<file path="config.mk">
export PLATFORM = sky130hd
export DESIGN_NAME = ifetch_unit
export DESIGN_NICKNAME = d
export VERILOG_FILES = /design/src/rtl/ifetch_unit.sv
export SDC_FILE = /design/constraint.sdc
export NUM_CORES = 1
export LEC_CHECK = 0
export ABC_AREA = 1
export CAP_MARGIN = 20
export CORE_MARGIN = 10
export CORE_UTILIZATION = 39
export DETAILED_ROUTE_END_ITERATION = 16
export PLACE_DENSITY_LB_ADDON = 0.05
export SKIP_LAST_GASP = 1
export SYNTH_ARGS = -nofsm -noshare
export SYNTH_HDL_FRONTEND = slang
export SYNTH_SLANG_ARGS = --single-unit
</file>
<file path="constraint.sdc">
create_clock -name clk -period 2.63 [get_ports clk]
set_input_delay 0.6575 -clock clk [delete_from_list [all_inputs] [get_ports clk]]
set_output_delay 0.6575 -clock clk [all_outputs]
set_load 0.03 [all_outputs]
</file>
<file path="src/rtl/ifetch_unit.sv">
// ============================================================================
//  Module   : ifetch_unit
//  Brief    : MIPS instruction fetch stage; PC, imem handshake, field split.
//  Revision : 1.0 - initial release
// ============================================================================
`default_nettype none

module ifetch_unit #(
   parameter logic [31:0] RESET_PC = 32'h0000_0000
) (
   input  logic        clk,
   input  logic        rst_n,
   output logic        imem_req,
   output logic [31:0] imem_addr,
   input  logic        imem_ready,
   input  logic [31:0] imem_rdata,
   input  logic        stall,
   input  logic        branch_taken,
   input  logic [31:0] branch_offset_ext,
   input  logic        jump,
   input  logic        jr,
   input  logic [31:0] jr_target,
   output logic [31:0] pc,
   output logic [31:0] pc_plus4,
   output logic [31:0] instr,
   output logic        instr_valid,
   output logic [5:0]  opcode,
   output logic [4:0]  rs,
   output logic [4:0]  rt,
   output logic [4:0]  rd,
   output logic [4:0]  shamt,
   output logic [5:0]  funct,
   output logic [15:0] imm16,
   output logic [25:0] target26,
   output logic        jr_misalign
);

   typedef enum logic [1:0] {
      IDLE = 2'd0,
      REQ  = 2'd1,
      HOLD = 2'd2
   } state_t;

   state_t      r_state;
   state_t      w_state_nxt;
   logic [31:0] r_pc;
   logic [31:0] w_pc_nxt;
   logic [31:0] r_instr;
   logic [31:0] w_instr_nxt;
   logic        r_valid;
   logic        w_valid_nxt;
   logic        r_misalign;
   logic        w_misalign_nxt;
   logic [31:0] w_pc_plus4;
   logic [31:0] w_next_pc;
   logic        w_consume;

   assign w_pc_plus4 = r_pc + 32'd4;
   assign w_consume  = (r_state == HOLD) && r_valid && !stall;

   // Redirect priority: jr over jump over branch over sequential.
   always_comb begin
      w_next_pc = w_pc_plus4;
      if (jr) begin
         w_next_pc = {jr_target[31:2], 2'b00};
      end else if (jump) begin
         w_next_pc = {w_pc_plus4[31:28], r_instr[25:0], 2'b00};
      end else if (branch_taken) begin
         w_next_pc = w_pc_plus4 + {branch_offset_ext[29:0], 2'b00};
      end
   end

   always_comb begin
      w_state_nxt    = r_state;
      w_pc_nxt       = r_pc;
      w_instr_nxt    = r_instr;
      w_valid_nxt    = r_valid;
      w_misalign_nxt = 1'b0;
      case (r_state)
         IDLE: begin
            w_state_nxt = REQ;
         end
         REQ: begin
            if (imem_ready) begin
               w_instr_nxt = imem_rdata;
               w_valid_nxt = 1'b1;
               w_state_nxt = HOLD;
            end
         end
         HOLD: begin
            if (w_consume) begin
               w_pc_nxt       = w_next_pc;
               w_valid_nxt    = 1'b0;
               w_misalign_nxt = jr && (|jr_target[1:0]);
               w_state_nxt    = REQ;
            end
         end
         default: begin
            w_state_nxt = IDLE;
         end
      endcase
   end

   always_ff @(posedge clk or negedge rst_n) begin
      if (!rst_n) begin
         r_state    <= IDLE;
         r_pc       <= RESET_PC;
         r_instr    <= 32'd0;
         r_valid    <= 1'b0;
         r_misalign <= 1'b0;
      end else begin
         r_state    <= w_state_nxt;
         r_pc       <= w_pc_nxt;
         r_instr    <= w_instr_nxt;
         r_valid    <= w_valid_nxt;
         r_misalign <= w_misalign_nxt;
      end
   end

   assign imem_req    = (r_state == REQ);
   assign imem_addr   = r_pc;
   assign pc          = r_pc;
   assign pc_plus4    = w_pc_plus4;
   assign instr       = r_instr;
   assign instr_valid = r_valid;
   assign jr_misalign = r_misalign;
   assign opcode      = r_instr[31:26];
   assign rs          = r_instr[25:21];
   assign rt          = r_instr[20:16];
   assign rd          = r_instr[15:11];
   assign shamt       = r_instr[10:6];
   assign funct       = r_instr[5:0];
   assign imm16       = r_instr[15:0];
   assign target26    = r_instr[25:0];

endmodule

`default_nettype wire
</file>
After elaboration in Yosys (flattened, before gate mapping)
Cells that the tools add are included.
- equal/unequal tests: 4
- multiplexer cells: 11
- add/subtract/negate cells: 2
- reductions and logical operators: 11
- operators by type and width (kind ; number):
    $mux 32 ; 3
    $add 32x3->32 const B ; 1
    $add 32x32->32 ; 1
    $pmux 2 s3 ; 1
    $reduce_and 2->1 ; 3
    $mux 1 ; 4
    $mux 2 ; 2
    $logic_and 1x1->1 ; 3
    $reduce_and 3->1 ; 1
    $eq 2x1->1 const B ; 1
    $eq 2x2->1 const B ; 1
    $logic_not 2->1 ; 1
    $ne 2x1->1 const B ; 1
    $ne 2x2->1 const B ; 1
    $pmux 1 s2 ; 1
    $reduce_bool 2->1 ; 1
    $reduce_or 2->1 ; 1
    $logic_not 1->1 ; 1
- word-level logic and storage cells: 33
- output and inout bits: 205
- register bits after elaboration: 68

Depth between registers and ports, before layout
Gate-level depths: netlist of the first run.
- depth after elaboration: 5
- gate-level depth with buffers: 24
- depth with buffers taken out: 24

Least setup slack after synthesis of the first run
OpenSTA, ideal clock, no wires.
- path kind: register to register
- start point: reg r_pc[2], in the netlist imem_addr[2]
- end point: reg r_pc[15], in the netlist imem_addr[15]
- stages on the path, launching flop included: 21
- clock period less this slack: 3286 ps
- library setup time: 117 ps
- path slack: -656 ps
- arrival: 3168 ps
- data required time: 2513 ps
- cells stage by stage: dfrtp_1 ha_1 nand3_2 inv_1 nand2_1 inv_1 nand2_1 xor2_1 ha_1 nand2_1 inv_1 a21oi_1 nand2_1 inv_1 nand2_1 xnor2_1 nand2_1 nand2_1 nand2_1 nand2_1 nand2_1
- longest elaborated chain between the ends: 5
- RTL lines (item ; line ; RTL):
    start: declaration ; 46 ; logic [31:0] r_pc;
    start signal: assignment ; 113 ; r_pc <= w_pc_nxt;
    $add 32x3->32 ; 58 ; assign w_pc_plus4 = r_pc + 32'd4;
    via pc_plus4[14] ; 24 ; output logic [31:0] pc_plus4,
    $add 32x32->32 ; 69 ; w_next_pc = w_pc_plus4 + {branch_offset_ext[29:0], 2'b00};
    $mux 32 ; 68 ; end else if (branch_taken) begin
    $mux 32 ; 66 ; end else if (jump) begin
    $mux 32 ; 64 ; if (jr) begin
The timed path passes the listed nets, and every way through them passes these cells.
A chain may end at the register's enable or synchronous reset.

Worst setup path in the final report of the first run
- start point: reg r_pc[9], in the netlist imem_addr[9]
- end point: reg r_pc[15], in the netlist imem_addr[15]
- longest elaborated chain between the ends: 5
- RTL lines (item ; line):
    $add 32x3->32 * ; 58
    $add 32x32->32 ; 69
    $mux 32 * ; 68
    $mux 32 * ; 66
    $mux 32 * ; 64
Every way passes the cells marked *; elsewhere a longest branch is shown, timed or not.

==> flow_summary.yaml, run 1 <==
grt:
  grt_overflow: 0
  grtUsageTotal_pct: 25.9
  grt_pass1_vias: 8571
  grt_max_degree: 67
  antenna_found_initial: 0
  grt_pass1_wl_microns: 48900
timing:
  setup_tns_ns: -2.91
  slew_viol_final: 0
  max_freq_ghz: 0.351
  finalHoldViolCount: 0
  worstMarginPinSlew_ns: 0.632
  period_needed_ns: 2.85
  slew_headroom_pct: 57.7
  rsz0062_at_grt: "true"
  setup_slack_ns: -0.215
  fin_skew_ns: 0.00741
  setup_viol: 27
  period_share_pct: 108
clock_network:
  clk_pin_slew_ns: 0.06
  insertion_delay_ns: 0.34
  hold_buffers: 0
  cts_buffers: 9
  clock-root-buffer: "clkbuf_16"
  cts_tree: "done"
  cts.sinks: 66
  cts.htree.levels: 3
  cts_buffer_depth: 2
setup_path:
  critPathBufInv: 3
  cp_max_fo: 3
  crit_required_ns: 2.86
  r2r-end: "imem_addr[15]$_DFFE_PN0P_"
  path_depth: 20
  crit_family: "simple AND/OR/NAND/NOR gates"
  crit_type: "register to register"
  reg2reg_from: "imem_addr[9]$_DFFE_PN0P_"
  cpMaxStageDelayCell: "dfrtp_2"
  worstPathArrival_ns: 3.07
  path_cells: "nand2_2, nor2_4, nand3_2, nor2_4, xor2_1, buf_4, inv_4, ha_4, nand2_2, nor2_2, nand2_1, inv_1, nand2_1, nand2_4, xnor2_4, nand2_1, nand2_2, nand2_1, nand2_1, nand2_1"
  r2r_setup_slack_ns: -0.22
  path_common_cell: "nand2_1"
  cp-end-kind: "register"
  r2r.worst_path.cells: 20
  start_kind: "register"
  max_stage_delay_ns: 0.43
drt:
  post_drt_wl_per_cell_microns: 19.7
  wl_microns: 33300
  vias: 8509
  viasPerCell: 5.03
  drc: 0
  drtIter0Drc: 526
  dr.pass1.iters: 7
  ant_nets: 0
job:
  drv_cap: 0
synth:
  ys.flop_type: "dfrtp_1"
  synth_cell_type_count: 43
  synth-edff-count: 0
  synthCells: 1060
  synth_largest_area_cell: "dfrtp_1"
  yosysWarningCount: 0
  syn_area_sq_um: 6970
  synthTopCellsByArea: "dfrtp_1, nand2_1, buf_4"
  synth_top_area_share_pct: 23.7
  yosysMostFrequentCell: "nand2_1"
  ys_seq_elements: 66
  synth.top_cells.by_count: "nand2_1, inv_1, buf_4, nor2_1, dfrtp_1"
  async_flop_share_pct: 100
  synth_seq_area_share_pct: 23.7
  avgSynthCellArea_sq_um: 6.57
die:
  die_h_microns: 154
  start_util_pct: 40.0
  rows: 48
  fp.dieArea_sq_um: 23600
  ios: 308
  die_w_microns: 154
  design.core.area_sq_um: 17400
min_path:
  hold_path.class: "input port to async pin"
pwr:
  power_leakage_uw: 0.00614
  ir_drop_mv: 1.49
  fin_total_pwr_uw: 19500
  p_per_area_nw_per_um2: 1460
layout:
  design_area_sq_um: 13400
  finish.utilization_pct: 76.8
  num_antenna_cells: 0
  syn2layout_area_growth_pct: 92.1
  nets: 1600
  drive_gt1_share_pct: 42.4
placement:
  hpwl_microns: 26100
  gp_congestion: 0.923
  place_area_sq_um: 11200
  pre_cts_ws_ns: -0.470
  port_buffers: 299
status:
  outcome: "complete, but fails checks"
  failed_checks: "negative setup slack"
final cells by class:
class,instances,area [sq um]
Clock buffer,9,225
Sequential cell,66,1680
Timing Repair Buffer,514,4970
Clock inverter,7,133
Fill cell,1308,4030
Multi-Input combinational cell,742,5600
Inverter,127,502
Tap cell,225,282
repair_timing:
action / 4_1_cts / 5_1_grt
setup endpoints to repair: 43 / 47
buffers inserted: 18 / 21
pin swaps: 72 / 96
resized for setup: 240 / 157
kinds of logic (layout without fill, tap and decap cells):
logic type / after synthesis / in the layout / synth area share [%]
fa+ha+maj: 37 / 37 / 6.75
compound gates: 133 / 133 / 10.8
buf+inv: 257 / 657 / 20.0
other cells: 1 / 6 / 0.0538
xor+xnor: 22 / 22 / 2.77
simple gates: 512 / 512 / 30.8
flops: 66 / 66 / 23.7
mux: 32 / 32 / 5.17
layer usage:
| layer | vias to the layer above | wire length (microns) | track usage [%] | share of wire (%) |
|---|---|---|---|---|
| li1 | 4082 | - | - | - |
| met1 | 4075 | 13700 | 31.9 | 41 |
| met2 | 322 | 16500 | 44.1 | 50 |
| met3 | 30 | 2640 | 7.42 | 7.9 |
| met4 | 0 | 439 | 5.13 | 1.3 |
| met5 | - | 0 | 0 | 0 |
power breakdown:
part | leakage [uW] | internal [uW] | switching [uW] | total, uW
sequential | 0.000772 | 1540 | 731 | 2270
clock | 0.000176 | 950 | 518 | 1470
combinational | 0.00519 | 7070 | 8690 | 15800
total | 0.00614 | 9560 | 9940 | 19500
state kept, by name, summed over array words and instances (netlist names):
| signal | count |
|---|---|
| instr | 32 |
| imem_addr | 30 |
| r_state | 2 |
| instr_valid | 1 |
| jr_misalign | 1 |
worst max path at each step:
stage                                        start                         to
final                     imem_addr[9]$_DFFE_PN0P_  imem_addr[15]$_DFFE_PN0P_
after global routing      imem_addr[3]$_DFFE_PN0P_  imem_addr[27]$_DFFE_PN0P_
after CTS                 imem_addr[4]$_DFFE_PN0P_  imem_addr[31]$_DFFE_PN0P_
after detailed placement  imem_addr[2]$_DFFE_PN0P_  imem_addr[31]$_DFFE_PN0P_
after global placement    imem_addr[2]$_DFFE_PN0P_  imem_addr[31]$_DFFE_PN0P_
after floorplan           imem_addr[4]$_DFFE_PN0P_  imem_addr[26]$_DFFE_PN0P_
worst register-to-register path: cells and delay by family (launching register included):
kind	cells	cell delay (ns)
fa+ha+maj	1	0.27
simple gates	14	1.47
xor+xnor	2	0.29
buf+inv	3	0.29
flops	1	0.43
cell usage in the layout, fill, tap and decap left out, types with 8 or more instances in the layout:
| cell type | netlist | final |
|---|---|---|
| inv_4 | 0 | 8 |
| buf_12 | 0 | 22 |
| nand3_2 | 2 | 18 |
| nor2_1 | 108 | 63 |
| nand2_4 | 1 | 28 |
| o21ai_0 | 41 | 23 |
| dfrtp_1 | 66 | 46 |
| nand2_1 | 298 | 203 |
| nor2_2 | 1 | 26 |
| nand4_1 | 12 | 12 |
| dfrtp_2 | 0 | 20 |
| mux2_2 | 32 | 32 |
| clkbuf_16 | 0 | 9 |
| nand2_2 | 6 | 73 |
| buf_4 | 110 | 176 |
| a21oi_1 | 61 | 40 |
| nor2_4 | 2 | 22 |
| buf_6 | 1 | 40 |
| o21ai_1 | 1 | 13 |
| nand3_1 | 57 | 35 |
| ha_4 | 0 | 31 |
| inv_1 | 124 | 83 |
| a21oi_2 | 0 | 15 |
| clkdlybuf4s50_1 | 0 | 269 |
| inv_2 | 0 | 32 |
stage by stage:
stage          std cells  hold WS [ns]
6_report            1690         0.329
5_1_grt             1690         0.367
4_1_cts             1670         0.352
3_5_place_dp        1637         0.471
3_3_place_gp        1637         0.461
2_1_floorplan       1065         0.362
Note: power is estimated with default switching activity, not from simulation.
==> run 2: changes to the inputs <==
--- a/config.mk
+++ b/config.mk
@@ -8,7 +8,7 @@
 export ABC_AREA = 1
 export CAP_MARGIN = 20
 export CORE_MARGIN = 10
-export CORE_UTILIZATION = 39
+export CORE_UTILIZATION = 47
 export DETAILED_ROUTE_END_ITERATION = 16
 export PLACE_DENSITY_LB_ADDON = 0.05
 export SKIP_LAST_GASP = 1
==> constraint.sdc (replaced) <==
create_clock -name clk -period 3.35 [get_ports clk]
set_input_delay 0.67 -clock clk [delete_from_list [all_inputs] [get_ports clk]]
set_output_delay 0.67 -clock clk [all_outputs]
set_load 0.03 [all_outputs]
==> run 2 against run 1 <==
The flow now finishes without violations. Highest routed layer is now met5. Largest cell class unchanged. Combinational power shrank 45%. Critical endpoint is now pc_plus4[23]. Flip-flop and latch count is the same. Via count down 11%. Die area fell by 15%. Clock skew up 0.0015 ns.
==> flow_summary.yaml, run 2 (synthesis gave the netlist of run 1 again) <==
timing:
  period_share_pct: 95.7
  worstMarginPinSlew_ns: 0.915
  fin_skew_ns: 0.00887
  max_freq_ghz: 0.312
  period_needed_ns: 3.21
  finalHoldViolCount: 0
  slew_headroom_pct: 39.0
  setup_viol: 0
  rsz0062_at_grt: "true"
  slew_viol_final: 0
die:
  ios: 308
  rows: 44
  start_util_pct: 47.9
  fp.dieArea_sq_um: 20100
  die_w_microns: 142
  design.core.area_sq_um: 14500
  die_h_microns: 142
clock_network:
  cts_buffer_depth: 2
  cts_tree: "done"
  insertion_delay_ns: 0.34
  cts_buffers: 9
  cts.htree.levels: 3
  clock-root-buffer: "clkbuf_16"
  cts.sinks: 66
  clk_pin_slew_ns: 0.06
pwr:
  power.share.sequential_pct: 15.4
  internal-power_uw: 5340
  power_switching_uw: 6240
  combPwrFrac_pct: 74.8
  clkPwrFrac_pct: 9.9
  switching_share_pct: 53.9
  p_per_area_nw_per_um2: 1160
  power_leakage_uw: 0.00482
  ir_drop_mv: 0.921
  fin_total_pwr_uw: 11600
placement:
  place_area_sq_um: 9580
  place_inst: 1454
  hpwl_microns: 22800
  port_buffers: 299
  gp_congestion: 0.931
layout:
  design_area_sq_um: 9970
  syn2layout_area_growth_pct: 43.1
  nets: 1421
  largest_reg_flops: 32
  final_cell_mix: "nand2_1, clkdlybuf4s50_1, inv_1, nor2_1, a21oi_1"
  num_antenna_cells: 0
  fin_cells: 1470
  drive_gt1_share_pct: 9.33
  final_common_cell: "nand2_1"
setup_path:
  max_stage_delay_ns: 0.70
  cp-end-kind: "primary output"
  critPathBufInv: 3
  crit_start: "imem_addr[12]$_DFFE_PN0P_"
  crit_required_ns: 2.68
  r2r_setup_slack_ns: 0.20
  path_cells: "buf_4, nand2_1, nor2_1, nand2_2, nor2_8, nand2_2, xor2_2, inv_1, clkdlybuf4s50_1"
  crit_type: "register to primary output"
  cp_max_fo: 8
  path_depth: 9
  r2r-end: "imem_addr[26]$_DFFE_PN0P_"
  worstPathArrival_ns: 2.54
  cpMaxStageDelayCell: "clkdlybuf4s50_1"
  crit_end: "pc_plus4[23]"
  path_common_cell: "nand2_2"
  start_kind: "register"
  reg2reg_from: "imem_addr[12]$_DFFE_PN0P_"
  crit_family: "buffers and inverters"
  r2r.worst_path.cells: 19
drt:
  drc: 0
  post_drt_wl_per_cell_microns: 18.8
  dr.pass1.iters: 5
  wl_microns: 27600
  vias: 7576
  drtIter0Drc: 477
  viasPerCell: 5.15
  ant_nets: 0
grt:
  antenna_found_initial: 1
  grt_pass1_wl_microns: 42000
  grtUsageTotal_pct: 26.3
  grt_overflow: 0
  grt_max_degree: 67
  grt_pass1_vias: 7591
status:
  outcome: "completed"
job:
  drv_cap: 0
min_path:
  hold_path.class: "input port to async pin"
-- run 2: cell types whose count changed in the layout (fill, tap and decap cells not counted), sizes merged --
cell | previous run | this run
buf | 240 | 37
clkdlybuf4s15 | 2 | 0
clkinv | 3 | 5
clkdlybuf4s50 | 269 | 294
clkbuf | 9 | 10
dlygate4sd2 | 2 | 3
inv | 128 | 125
-- run 2: area by class of cell --
cell class	instances	area (sq um)
Clock buffer	10	239
Clock inverter	6	113
Fill cell	1320	4560
Inverter	127	477
Multi-Input combinational cell	742	3980
Sequential cell	66	1660
Tap cell	184	230
Timing Repair Buffer	335	3270
-- run 2: repair_timing --
| item | 4_1_cts | 5_1_grt |
|---|---|---|
| hold buffers | 0 | 0 |
| pin swaps | 0 | 0 |
| setup buffers | 0 | 0 |
| setup endpoints to repair | 4 | 22 |
| gates resized for setup | 4 | 17 |
-- run 2: how the worst min path moves through the flow --
stage	endpoint	slack, ns	depth (start not counted)
3_5_place_dp	r_state[0]$_DFFE_PN0P_	0.48	1
5_1_grt	r_state[0]$_DFFE_PN0P_	0.52	1
6_report	imem_addr[28]$_DFFE_PN0P_	0.44	1
2_1_floorplan	imem_addr[10]$_DFFE_PN0P_	0.37	0
3_3_place_gp	r_state[0]$_DFFE_PN0P_	0.46	1
4_1_cts	r_state[0]$_DFFE_PN0P_	0.47	1
-- run 2: power by group through the flow --
stage | Sequential [uW] | Clock [uW] | Combinational [uW]
6_report | 1780 | 1140 | 8660
5_1_grt | 1860 | 1190 | 9250
4_1_cts | 1770 | 1150 | 8670
3_5_place_dp | 1780 | 0 | 8630
3_3_place_gp | 1770 | 0 | 8600
2_1_floorplan | 2400 | 0 | 5130
-- run 2: layer usage --
layer / global-route usage [%] / vias up / wire length [microns]
li1: - / 3705 / -
met1: 30.6 / 3470 / 10800
met2: 43.9 / 351 / 13300
met3: 8.74 / 48 / 2760
met4: 9.68 / 2 / 794
met5: 0 / - / 7
-- run 2: per-stage QoR --
stage               hold WS (ns)  setup WS (ns)  setup TNS [ns]  util [%]
finish                     0.436          0.144               0      68.6
global route               0.517        -0.0750         -0.0941      68.6
CTS                        0.472         0.0239               0      68.3
detailed placement         0.477          0.144               0      65.9
global placement           0.458          0.154               0      65.9
floorplan                  0.374         0.0643               0         -
